## src/rtl/graph_ui_pkg.sv

```systemverilog
// Shared definitions for the node-selection UI: FSM state encodings, invalid-entry
// codes, strobe bundle and width helpers used by the controller, its interface and sub-blocks.
package graph_ui_pkg;

  typedef enum logic [3:0] {
    ST_PRE   = 4'd0,
    ST_DCH   = 4'd1,
    ST_DCH_W = 4'd2,
    ST_DPR   = 4'd3,
    ST_DPR_W = 4'd4,
    ST_LD    = 4'd5,
    ST_LD_W  = 4'd6,
    ST_JDG   = 4'd7,
    ST_DUP   = 4'd8,
    ST_STO   = 4'd9,
    ST_INV   = 4'd10,
    ST_INV_W = 4'd11,
    ST_DONE  = 4'd12,
    ST_ABT   = 4'd13
  } state_e;

  localparam logic [1:0] INV_JUDGE = 2'd0;
  localparam logic [1:0] INV_DUP   = 2'd1;

  typedef struct packed {
    logic go_reset_data;
    logic go_display_choose;
    logic go_display_prompt;
    logic ld_node_index;
    logic go_judge_valid;
    logic go_display_invalid;
    logic end_process;
    logic abort_process;
  } strobes_t;

  function automatic int sel_width(input int num_sel);
    return (num_sel > 1) ? $clog2(num_sel) : 1;
  endfunction

  function automatic int ret_width(input int max_retries);
    return ($clog2(max_retries + 1) > 1) ? $clog2(max_retries + 1) : 1;
  endfunction

  // Wait states keep the strobe of the state they belong to, so a display stays lit until release.
  function automatic strobes_t decode_strobes(input state_e s);
    strobes_t r;
    r = '0;
    case (s)
      ST_PRE:             r.go_reset_data      = 1'b1;
      ST_DCH, ST_DCH_W:   r.go_display_choose  = 1'b1;
      ST_DPR, ST_DPR_W:   r.go_display_prompt  = 1'b1;
      ST_LD, ST_LD_W:     r.ld_node_index      = 1'b1;
      ST_JDG:             r.go_judge_valid     = 1'b1;
      ST_INV, ST_INV_W:   r.go_display_invalid = 1'b1;
      ST_DONE:            r.end_process        = 1'b1;
      ST_ABT:             r.abort_process      = 1'b1;
      default:            r = '0;
    endcase
    return r;
  endfunction

endpackage

```

## src/rtl/choose_nodes_if.sv

```systemverilog
// Handshake bundle between the node-selection controller (slave) and the
// sequencer / display / judge side (master).
interface choose_nodes_if
  import graph_ui_pkg::*;
#(
  parameter int NODE_W      = 4,
  parameter int NUM_SEL     = 2,
  parameter int MAX_RETRIES = 3
);
  localparam int SEL_W = sel_width(NUM_SEL);
  localparam int RET_W = ret_width(MAX_RETRIES);

  logic                      start_process;
  logic                      go;
  logic                      input_over;
  logic                      data_reset_done;
  logic                      done_judge;
  logic                      node_index_valid;
  logic [NODE_W-1:0]         node_index_in;

  logic                      end_process;
  logic                      abort_process;
  logic                      go_reset_data;
  logic                      go_display_choose;
  logic                      go_display_prompt;
  logic                      ld_node_index;
  logic                      go_judge_valid;
  logic                      go_display_invalid;
  logic [SEL_W-1:0]          prompt_sel;
  logic [NODE_W-1:0]         judge_index;
  logic [1:0]                invalid_code;
  logic [NUM_SEL*NODE_W-1:0] chosen_nodes;
  logic [RET_W-1:0]          retry_count;
  logic [3:0]                current_state;

  modport slave (
    input  start_process, go, input_over, data_reset_done, done_judge,
           node_index_valid, node_index_in,
    output end_process, abort_process, go_reset_data, go_display_choose,
           go_display_prompt, ld_node_index, go_judge_valid, go_display_invalid,
           prompt_sel, judge_index, invalid_code, chosen_nodes, retry_count,
           current_state
  );

  modport master (
    output start_process, go, input_over, data_reset_done, done_judge,
           node_index_valid, node_index_in,
    input  end_process, abort_process, go_reset_data, go_display_choose,
           go_display_prompt, ld_node_index, go_judge_valid, go_display_invalid,
           prompt_sel, judge_index, invalid_code, chosen_nodes, retry_count,
           current_state
  );

endinterface

```

## src/rtl/node_dup_check.sv

```systemverilog
// Flags when the index under judgement equals one of the picks already stored
// for the current run (slots below prompt_sel only).
module node_dup_check
  import graph_ui_pkg::*;
#(
  parameter int NODE_W  = 4,
  parameter int NUM_SEL = 2
) (
  input  logic [NODE_W-1:0]          judge_index_i,
  input  logic [sel_width(NUM_SEL)-1:0] prompt_sel_i,
  input  logic [NUM_SEL*NODE_W-1:0]  chosen_nodes_i,
  output logic                       dup_o
);

  // Compare against every stored slot below the active selection.
  always_comb begin
    dup_o = 1'b0;
    for (int k = 0; k < NUM_SEL; k++) begin
      if ((k < int'(prompt_sel_i)) &&
          (chosen_nodes_i[k*NODE_W +: NODE_W] == judge_index_i)) begin
        dup_o = 1'b1;
      end else begin
        dup_o = dup_o;
      end
    end
  end

endmodule

```

## src/rtl/choose_nodes_controller.sv

```systemverilog
// Prompt / load / judge FSM that collects NUM_SEL validated node indices,
// with optional duplicate rejection and a per-pick retry limit.
module choose_nodes_controller
  import graph_ui_pkg::*;
#(
  parameter int NODE_W           = 4,
  parameter int NUM_SEL          = 2,
  parameter int MAX_RETRIES      = 3,
  parameter int REQUIRE_DISTINCT = 1
) (
  input  logic          clk,
  input  logic          program_reset,
  choose_nodes_if.slave bus
);

  localparam int SEL_W = sel_width(NUM_SEL);
  localparam int RET_W = ret_width(MAX_RETRIES);
  localparam logic [SEL_W-1:0] LAST_SEL  = SEL_W'(NUM_SEL - 1);
  localparam logic [RET_W-1:0] RET_LIMIT = RET_W'(MAX_RETRIES);

  state_e                           state_q, state_d;
  logic [SEL_W-1:0]                 prompt_sel_q, prompt_sel_d;
  logic [RET_W-1:0]                 retry_q, retry_d, retry_inc;
  logic [1:0]                       code_q, code_d;
  logic [NODE_W-1:0]                judge_q, judge_d;
  logic [NUM_SEL-1:0][NODE_W-1:0]   chosen_q, chosen_d;
  strobes_t                         strb_q;
  logic                             dup_hit;

  node_dup_check #(.NODE_W(NODE_W), .NUM_SEL(NUM_SEL)) u_dup (
    .judge_index_i  (judge_q),
    .prompt_sel_i   (prompt_sel_q),
    .chosen_nodes_i (chosen_q),
    .dup_o          (dup_hit)
  );

  // Next-state and datapath update; retry_count bumps on the edge that enters INV.
  always_comb begin
    state_d      = state_q;
    prompt_sel_d = prompt_sel_q;
    retry_d      = retry_q;
    code_d       = code_q;
    judge_d      = judge_q;
    chosen_d     = chosen_q;
    retry_inc    = (&retry_q) ? retry_q : retry_q + RET_W'(1);
    case (state_q)
      ST_PRE:   if (bus.data_reset_done && bus.start_process) state_d = ST_DCH; else state_d = ST_PRE;
      ST_DCH:   if (bus.go) state_d = ST_DCH_W; else state_d = ST_DCH;
      ST_DCH_W: if (!bus.go) state_d = ST_DPR; else state_d = ST_DCH_W;
      ST_DPR:   if (bus.go) state_d = ST_DPR_W; else state_d = ST_DPR;
      ST_DPR_W: if (!bus.go) state_d = ST_LD; else state_d = ST_DPR_W;
      ST_LD:    if (bus.input_over) state_d = ST_LD_W; else state_d = ST_LD;
      ST_LD_W: begin
        if (!bus.input_over) begin
          state_d = ST_JDG;
          judge_d = bus.node_index_in;
        end else begin
          state_d = ST_LD_W;
        end
      end
      ST_JDG: begin
        if (bus.done_judge && bus.node_index_valid) begin
          state_d = ST_DUP;
        end else if (bus.done_judge) begin
          state_d = ST_INV;
          code_d  = INV_JUDGE;
          retry_d = retry_inc;
        end else begin
          state_d = ST_JDG;
        end
      end
      ST_DUP: begin
        if ((REQUIRE_DISTINCT != 0) && dup_hit) begin
          state_d = ST_INV;
          code_d  = INV_DUP;
          retry_d = retry_inc;
        end else begin
          state_d = ST_STO;
        end
      end
      ST_STO: begin
        chosen_d[prompt_sel_q] = judge_q;
        retry_d                = '0;
        if (prompt_sel_q == LAST_SEL) begin
          state_d = ST_DONE;
        end else begin
          state_d      = ST_DPR;
          prompt_sel_d = prompt_sel_q + SEL_W'(1);
        end
      end
      ST_INV: begin
        if ((MAX_RETRIES != 0) && (retry_q == RET_LIMIT)) state_d = ST_ABT;
        else if (bus.go)                                   state_d = ST_INV_W;
        else                                               state_d = ST_INV;
      end
      ST_INV_W: if (!bus.go) state_d = ST_DCH; else state_d = ST_INV_W;
      ST_DONE, ST_ABT: begin
        if (!bus.start_process) begin
          state_d      = ST_PRE;
          prompt_sel_d = '0;
          retry_d      = '0;
        end else begin
          state_d = state_q;
        end
      end
      default: state_d = ST_PRE;
    endcase
  end

  // State and datapath registers; strobes are registered from the next state so they align with it.
  always_ff @(posedge clk or posedge program_reset) begin
    if (program_reset) begin
      state_q      <= ST_PRE;
      prompt_sel_q <= '0;
      retry_q      <= '0;
      code_q       <= INV_JUDGE;
      judge_q      <= '0;
      chosen_q     <= '0;
      strb_q       <= decode_strobes(ST_PRE);
    end else begin
      state_q      <= state_d;
      prompt_sel_q <= prompt_sel_d;
      retry_q      <= retry_d;
      code_q       <= code_d;
      judge_q      <= judge_d;
      chosen_q     <= chosen_d;
      strb_q       <= decode_strobes(state_d);
    end
  end

  assign bus.go_reset_data      = strb_q.go_reset_data;
  assign bus.go_display_choose  = strb_q.go_display_choose;
  assign bus.go_display_prompt  = strb_q.go_display_prompt;
  assign bus.ld_node_index      = strb_q.ld_node_index;
  assign bus.go_judge_valid     = strb_q.go_judge_valid;
  assign bus.go_display_invalid = strb_q.go_display_invalid;
  assign bus.end_process        = strb_q.end_process;
  assign bus.abort_process      = strb_q.abort_process;
  assign bus.prompt_sel         = prompt_sel_q;
  assign bus.judge_index        = judge_q;
  assign bus.invalid_code       = code_q;
  assign bus.chosen_nodes       = chosen_q;
  assign bus.retry_count        = retry_q;
  assign bus.current_state      = state_q;

endmodule

```

## src/flat_wrapper.sv

```systemverilog
// flat-port wrapper written by rule: the top's interface ports become plain ports
module choose_nodes_controller_flat import graph_ui_pkg::*;
#(
  parameter int NODE_W           = 4,
  parameter int NUM_SEL          = 2,
  parameter int MAX_RETRIES      = 3,
  parameter int REQUIRE_DISTINCT = 1
)
  (clk, program_reset, bus_start_process, bus_go, bus_input_over, bus_data_reset_done, bus_done_judge, bus_node_index_valid, bus_node_index_in, bus_end_process, bus_abort_process, bus_go_reset_data, bus_go_display_choose, bus_go_display_prompt, bus_ld_node_index, bus_go_judge_valid, bus_go_display_invalid, bus_prompt_sel, bus_judge_index, bus_invalid_code, bus_chosen_nodes, bus_retry_count, bus_current_state);
  choose_nodes_if #(.NODE_W(NODE_W), .NUM_SEL(NUM_SEL), .MAX_RETRIES(MAX_RETRIES)) bus_i ();
  input  logic clk;
  input  logic program_reset;
  input wire logic [$bits(bus_i.start_process)-1:0] bus_start_process;
  input wire logic [$bits(bus_i.go)-1:0] bus_go;
  input wire logic [$bits(bus_i.input_over)-1:0] bus_input_over;
  input wire logic [$bits(bus_i.data_reset_done)-1:0] bus_data_reset_done;
  input wire logic [$bits(bus_i.done_judge)-1:0] bus_done_judge;
  input wire logic [$bits(bus_i.node_index_valid)-1:0] bus_node_index_valid;
  input wire logic [$bits(bus_i.node_index_in)-1:0] bus_node_index_in;
  output wire logic [$bits(bus_i.end_process)-1:0] bus_end_process;
  output wire logic [$bits(bus_i.abort_process)-1:0] bus_abort_process;
  output wire logic [$bits(bus_i.go_reset_data)-1:0] bus_go_reset_data;
  output wire logic [$bits(bus_i.go_display_choose)-1:0] bus_go_display_choose;
  output wire logic [$bits(bus_i.go_display_prompt)-1:0] bus_go_display_prompt;
  output wire logic [$bits(bus_i.ld_node_index)-1:0] bus_ld_node_index;
  output wire logic [$bits(bus_i.go_judge_valid)-1:0] bus_go_judge_valid;
  output wire logic [$bits(bus_i.go_display_invalid)-1:0] bus_go_display_invalid;
  output wire logic [$bits(bus_i.prompt_sel)-1:0] bus_prompt_sel;
  output wire logic [$bits(bus_i.judge_index)-1:0] bus_judge_index;
  output wire logic [$bits(bus_i.invalid_code)-1:0] bus_invalid_code;
  output wire logic [$bits(bus_i.chosen_nodes)-1:0] bus_chosen_nodes;
  output wire logic [$bits(bus_i.retry_count)-1:0] bus_retry_count;
  output wire logic [$bits(bus_i.current_state)-1:0] bus_current_state;
  assign bus_i.start_process = bus_start_process;
  assign bus_i.go = bus_go;
  assign bus_i.input_over = bus_input_over;
  assign bus_i.data_reset_done = bus_data_reset_done;
  assign bus_i.done_judge = bus_done_judge;
  assign bus_i.node_index_valid = bus_node_index_valid;
  assign bus_i.node_index_in = bus_node_index_in;
  assign bus_end_process = bus_i.end_process;
  assign bus_abort_process = bus_i.abort_process;
  assign bus_go_reset_data = bus_i.go_reset_data;
  assign bus_go_display_choose = bus_i.go_display_choose;
  assign bus_go_display_prompt = bus_i.go_display_prompt;
  assign bus_ld_node_index = bus_i.ld_node_index;
  assign bus_go_judge_valid = bus_i.go_judge_valid;
  assign bus_go_display_invalid = bus_i.go_display_invalid;
  assign bus_prompt_sel = bus_i.prompt_sel;
  assign bus_judge_index = bus_i.judge_index;
  assign bus_invalid_code = bus_i.invalid_code;
  assign bus_chosen_nodes = bus_i.chosen_nodes;
  assign bus_retry_count = bus_i.retry_count;
  assign bus_current_state = bus_i.current_state;
  choose_nodes_controller #(.NODE_W(NODE_W), .NUM_SEL(NUM_SEL), .MAX_RETRIES(MAX_RETRIES), .REQUIRE_DISTINCT(REQUIRE_DISTINCT)) u_core (.clk(clk), .program_reset(program_reset), .bus(bus_i));
endmodule
```

## config.mk

```make
export PLATFORM = sky130hd
export DESIGN_NAME = choose_nodes_controller_flat
export DESIGN_NICKNAME = d
export VERILOG_FILES = /design/src/rtl/graph_ui_pkg.sv /design/src/rtl/choose_nodes_if.sv /design/src/rtl/node_dup_check.sv /design/src/rtl/choose_nodes_controller.sv /design/src/flat_wrapper.sv
export SDC_FILE = /design/constraint.sdc
export NUM_CORES = 1
export LEC_CHECK = 0
export ABC_AREA = 1
export CAP_MARGIN = 20
export CORE_ASPECT_RATIO = 0.5
export CORE_UTILIZATION = 50
export DETAILED_ROUTE_END_ITERATION = 6
export DONT_BUFFER_PORTS = 1
export SYNTH_ARGS = -nofsm -noshare
export SYNTH_HDL_FRONTEND = slang
export SYNTH_HIERARCHICAL = 1
export SYNTH_SLANG_ARGS = --single-unit
```

## constraint.sdc

```tcl
create_clock -name clk -period 4.8 [get_ports clk]
set_clock_uncertainty 0.15 [all_clocks]
set_input_delay 0.96 -clock clk [delete_from_list [all_inputs] [get_ports clk]]
set_output_delay 0.96 -clock clk [all_outputs]
set_load 0.05 [all_outputs]
```

======== After elaboration in Yosys (flattened, before gate mapping) ========
Index checks and enable logic that the tools add are counted.
Widths: inputs -> output; s select.
word-level totals
  memories ................................ 0
  latch bits .............................. 0
  register bits ........................... 29
  output and inout port bits .............. 29
  RAM bits ................................ 0
  bits in read-only memories .............. 0
operators by class
  magnitude comparators ................... 3
  shift-type cells ........................ 0
  muxes and demuxes ....................... 41
  reduce and logical (&&, ||, !) cells .... 19
  multipliers ............................. 0
  add/sub/neg operators ................... 2
  equality and inequality tests ........... 30
  bitwise logic cells ..................... 1
  divide/modulo/power cells ............... 0
operator list
  cell                 count
  $pmux 4 s13          1
  $eq 4x4->1 const B   10
  $eq 4x3->1 const B   8
  $mux 4               7
  $mux 2               11
  $eq 4x2->1 const B   4
  $mux 1               16
  $reduce_or 2->1      5
  $bwmux 8             1
  $eq 4x1->1 const B   2
  $logic_not 4->1      2
  $pmux 2 s4           1
  $ne 2x2->1 const B   3
  $reduce_and 2->1     3
  $reduce_and 5->1     1
  $demux 4 s1          1
  $eq 4x4->1           1
  $logic_and 1x1->1    4
  $pmux 2 s2           1
  $reduce_and 4->1     1
  $reduce_bool 2->1    2
  $reduce_bool 4->1    1
  $mux 3               1
  $add 2x1->2 const B  1
  other kinds (8)      8

======== Logic depth before layout (Yosys ltp) ========
  word-level depth ........................ 8
  depth in mapped cells ................... 14
  mapped depth without buffers ............ 14

======== Modules after synthesis ========
Netlist, hierarchy kept.
by module, submodules not included
  module                   sequential area each (um2)  cells an instance  area an instance (um2)  times used
  choose_nodes_controller  701.9                       198                1599.0                  1
  node_dup_check           0.0                         20                 86.3                    1

======== Worst setup path after synthesis ========
OpenSTA, ideal clock, no wires.
  path kind ............................... reg2reg
  start point ............................. register u_core.judge_q[0] (netlist: u_core/bus.judge_index[0])
  end point ............................... register u_core.strb_q (netlist bit u_core/bus.go_reset_data)
  arrival ................................. 1.801 ns
  setup time .............................. 0.067 ns
  cell stages (with the launch flop) ...... 13
  setup slack ............................. 2.782 ns
  path through ............................ dfrtp_1 -> inv_1 -> a21oi_1 -> nand3_1 -> nor2_1 -> inv_1 -> nand3_2 -> nand2_1 -> nor2_2 -> nand3_4 -> nor2_2 -> inv_2 -> nor2_1
between the ends
  longest elaborated chain between the ends .. 7
RTL lines
  element                   RTL line                        RTL
  start: declaration        choose_nodes_controller.sv:25   logic [NODE_W-1:0] judge_q, judge_d;
  start signal: assignment  choose_nodes_controller.sv:125  judge_q <= judge_d;
  $eq 4x4->1                node_dup_check.sv:20            (chosen_nodes_i[k*NODE_W +: NODE_W] == judge_index_i)) begin
  $logic_and 1x1->1         node_dup_check.sv:19            if ((k < int'(prompt_sel_i)) &&
  $mux 1                    node_dup_check.sv:19
  net u_core.dup_hit        choose_nodes_controller.sv:28   logic dup_hit;
  $mux 2                    choose_nodes_controller.sv:73   if ((REQUIRE_DISTINCT != 0) && dup_hit) begin
  $pmux 4 s13               choose_nodes_controller.sv:46   case (state_q)
  net u_core.state_d[0]     choose_nodes_controller.sv:21   state_e state_q, state_d;
  $logic_not 4->1           graph_ui_pkg.sv:48              case (s)
  $mux 1                    graph_ui_pkg.sv:48
  end signal: assignment    choose_nodes_controller.sv:119  strb_q <= decode_strobes(ST_PRE);
  end signal: assignment    choose_nodes_controller.sv:127  strb_q <= decode_strobes(state_d);
  end: declaration          choose_nodes_controller.sv:27   strobes_t strb_q;
The timed path passes the listed nets, and every way through them passes these cells.
A chain may end at the register's enable or synchronous reset.

======== Final worst setup path ========
  start point ............................. register u_core.prompt_sel_q (netlist: u_core/bus.prompt_sel)
  end point ............................... register u_core.strb_q (netlist bit u_core/bus.go_reset_data)
between the ends
  longest elaborated chain between the ends .. 7
  elaborated cells between the ends (all ways) .. 8
  those cells by class .................... order compare (1); mux (5); reduce/logical (2)
RTL lines
  element                   RTL line                        RTL
  start: declaration        choose_nodes_controller.sv:22   logic [SEL_W-1:0] prompt_sel_q, prompt_sel_d;
  start signal: assignment  choose_nodes_controller.sv:122  prompt_sel_q <= prompt_sel_d;
  $lt 1x1->1                node_dup_check.sv:19
  $logic_and 1x1->1         node_dup_check.sv:19
  $mux 1                    node_dup_check.sv:19
  net u_core.dup_hit        choose_nodes_controller.sv:28
  $mux 2                    choose_nodes_controller.sv:73
  $pmux 4 s13               choose_nodes_controller.sv:46
  net u_core.state_d[0]     choose_nodes_controller.sv:21
  $logic_not 4->1           graph_ui_pkg.sv:48
  $mux 1                    graph_ui_pkg.sv:48
The timed path passes the listed nets, and every way through them passes these cells.

==> results.toml <==
[drt]
wire_per_inst_um = 14.2
drc = 4
via_per_inst = 5.20
detail-route-antenna-nets = 0
firstDrtPassIters = 6
drt_iter0_drc = 105
routed_wl_mm = 3.72
vias = 1356

[cells_and_area]
fin_nets = 235
area_growth_pct = 7.50
drive_gt1_share_pct = 21.7
n_antenna_cell = 0

[die]
boundaryPins = 41
core_sq_mm = 0.00310
die_x_um = 84.1
rows = 14
die_h_um = 43.1
die_area_sq_mm = 0.00362
initial_core_util_pct = 54.4

[hold_path]
min_path_type = "input port to async pin"

[cts]
cts.sinks = 28
post_cts_buffers = 0
cts_tree = "built"
cts-buffers-inserted = 3
hold_buffers = 0
clk_latency_ns = 0.27
clk_pin_slew_worst_paths_ns = 0.10
cts_resized = 0
cts.htree.levels = 1
cts_max_path_buffers = 2
root_buffer = "clkbuf_8"

[synthesis]
yosys-top-cells-count = "74 x nand2_1, 27 x dfrtp_1, 26 x inv_1"
synth_top_cell_by_area = "dfrtp_1"
async_reset_ff_share_pct = 100
synthCells = 218
ys_seq_area_share_pct = 41.6
synth_edf_count = 0
ys_ff_latch = 28
yosysWarnings = 6
avgSynthCellArea_sq_um = 7.73
synth_top_area_share_pct = 40.1
synth.area.top_cells = "dfrtp_1 40%, nand2_1 16%, inv_1 5.8%"
synthFlopType = "dfrtp_1"
synth_area_sq_mm = 0.00169
synth.most_common_cell = "nand2_1"
ys_types = 28
synthesis.nets = 231

[placement]
place.port_buffers = 0
dp_hpwl_mm = 2.82
place.gp.congestion = 0.875

[sta]
max_freq_ghz = 0.418
hold_violations = 0
timing.slew.headroom_pct = 50.4
rsz0062_at_grt = "false"
post-route-period-util_pct = 49.9
tns_ns = 0
slew_viol_final = 0
worst_pin_slew_ns = 0.744
setup_viol = 0
finalCriticalPeriod_ns = 2.39

[outcome]
violations = "DRC"
status = "complete, but fails checks"

[setup_path]
r2r_slack_ns = 2.41
setup.worst_path.start_class = "flip-flop"
regToRegEndpoint = "u_core/bus.go_reset_data$_DFF_PP1_"
arrival_ns = 2.45
cp.required_ns = 4.86
critPathCapture = "u_core/bus.go_reset_data$_DFF_PP1_"
end_kind = "flip-flop"
crit_type = "flip-flop to flip-flop"
rr_worst_depth = 12
crit_fanout = 8
crit_path_start = "u_core/bus.prompt_sel$_DFFE_PP0P_"
r2r-start = "u_core/bus.prompt_sel$_DFFE_PP0P_"

[grt]
grt_first_pass_wirelength_mm = 6.30
antenna_found_initial = 0
grt.overflow.total = 0
grt_max_degree = 29
first_global_vias = 1269
gr-usage-all-layers_pct = 23.2

[run]
cap_viol_max_count = 0
[worst max-delay path: stages, from the launching register on]
cell and delay (ns):
dfrtp_1 0.75, inv_1 0.09, a21oi_1 0.14, nand3_1 0.09
nor2_1 0.19, inv_1 0.08, nand3_2 0.10, nand2_1 0.10
nor2_2 0.17, nand3_4 0.15, nor2_2 0.15, inv_2 0.05
nor2_1 0.12
[how the worst min path moves through the flow]
| stage | cells past startpoint | start | endpoint | slack, ns |
|---|---|---|---|---|
| finish | 1 | program_reset | u_core/bus.chosen_nodes[6]$_DFFE_PP0P_ | 0.37 |
| global placement | 2 | u_core/bus.chosen_nodes[7]$_DFFE_PP0P_ | u_core/bus.chosen_nodes[7]$_DFFE_PP0P_ | 0.63 |
| floorplan | 2 | u_core/bus.chosen_nodes[4]$_DFFE_PP0P_ | u_core/bus.chosen_nodes[4]$_DFFE_PP0P_ | 0.61 |
| global route | 1 | program_reset | u_core/bus.chosen_nodes[6]$_DFFE_PP0P_ | 0.37 |
| CTS | 2 | u_core/bus.chosen_nodes[7]$_DFFE_PP0P_ | u_core/bus.chosen_nodes[7]$_DFFE_PP0P_ | 0.65 |
| detailed placement | 2 | u_core/bus.chosen_nodes[5]$_DFFE_PP0P_ | u_core/bus.chosen_nodes[5]$_DFFE_PP0P_ | 0.63 |
[layer usage]
metal | vias to the layer above | global-route usage, % | wire, um | part of all wire, %
li1 | 677 | - | - | -
met1 | 634 | 33.7 | 1770 | 48
met2 | 43 | 35.9 | 1660 | 45
met3 | 2 | 6.42 | 280 | 7.5
met4 | 0 | 2.07 | 8 | 0.22
met5 | - | 0 | 0 | 0
[flip-flops by register name (all words and copies together) (netlist names), 2 cells and up]
| register | count |
|---|---|
| u_core/bus.retry_count | 2 |
| u_core/bus.judge_index | 4 |
| u_core/bus.chosen_nodes | 8 |
| u_core/bus.current_state | 4 |
[cells in the final DEF (no fill, tap or decap), drive strengths merged, types with 2 or more instances in the layout]
cell,netlist,final
a21oi,3,3
clkbuf,0,3
dfrtp,27,27
inv,32,32
mux2,4,4
nand2,80,80
nand3,26,26
nor2,30,30
nor3,2,2
o21ai,2,2
or2,3,3
[cells by family (layout without fill, tap and decap cells)]
group           count (synthesis)  in the layout  share of synthesized area (%)
flops                          28             28                           41.6
simple gates                  143            143                           43.3
fa+ha+maj                       1              1                          0.742
buf+inv                        34             37                           8.46
compound gates                  7              7                           2.97
other cells                     1              1                          0.223
mux                             4              4                           2.67
[through the flow]
step	hold slack (ns)	area, sq um	util, %	setup WS [ns]	std cells
detailed placement	0.629	1710	55.2	2.44	256
floorplan	0.608	1690	-	2.78	218
global placement	0.631	1710	55.2	2.51	256
CTS	0.648	1780	57.5	2.42	260
global route	0.369	1810	58.4	2.24	261
finish	0.365	1810	58.4	2.41	261
[final cells by class]
class                      count  area, sq um
multi-input combinational    156          841
clock buffer                   3         41.3
tap                           40         50.0
sequential                    28          702
clock inverter                 1         30.0
fill                         283         1290
inverter                      32          120
timing repair buffer           1         27.5
Power is left out: the tool's default activity adds up to more than one toggle a clock period on the data nets, which glitch-free logic cannot reach.
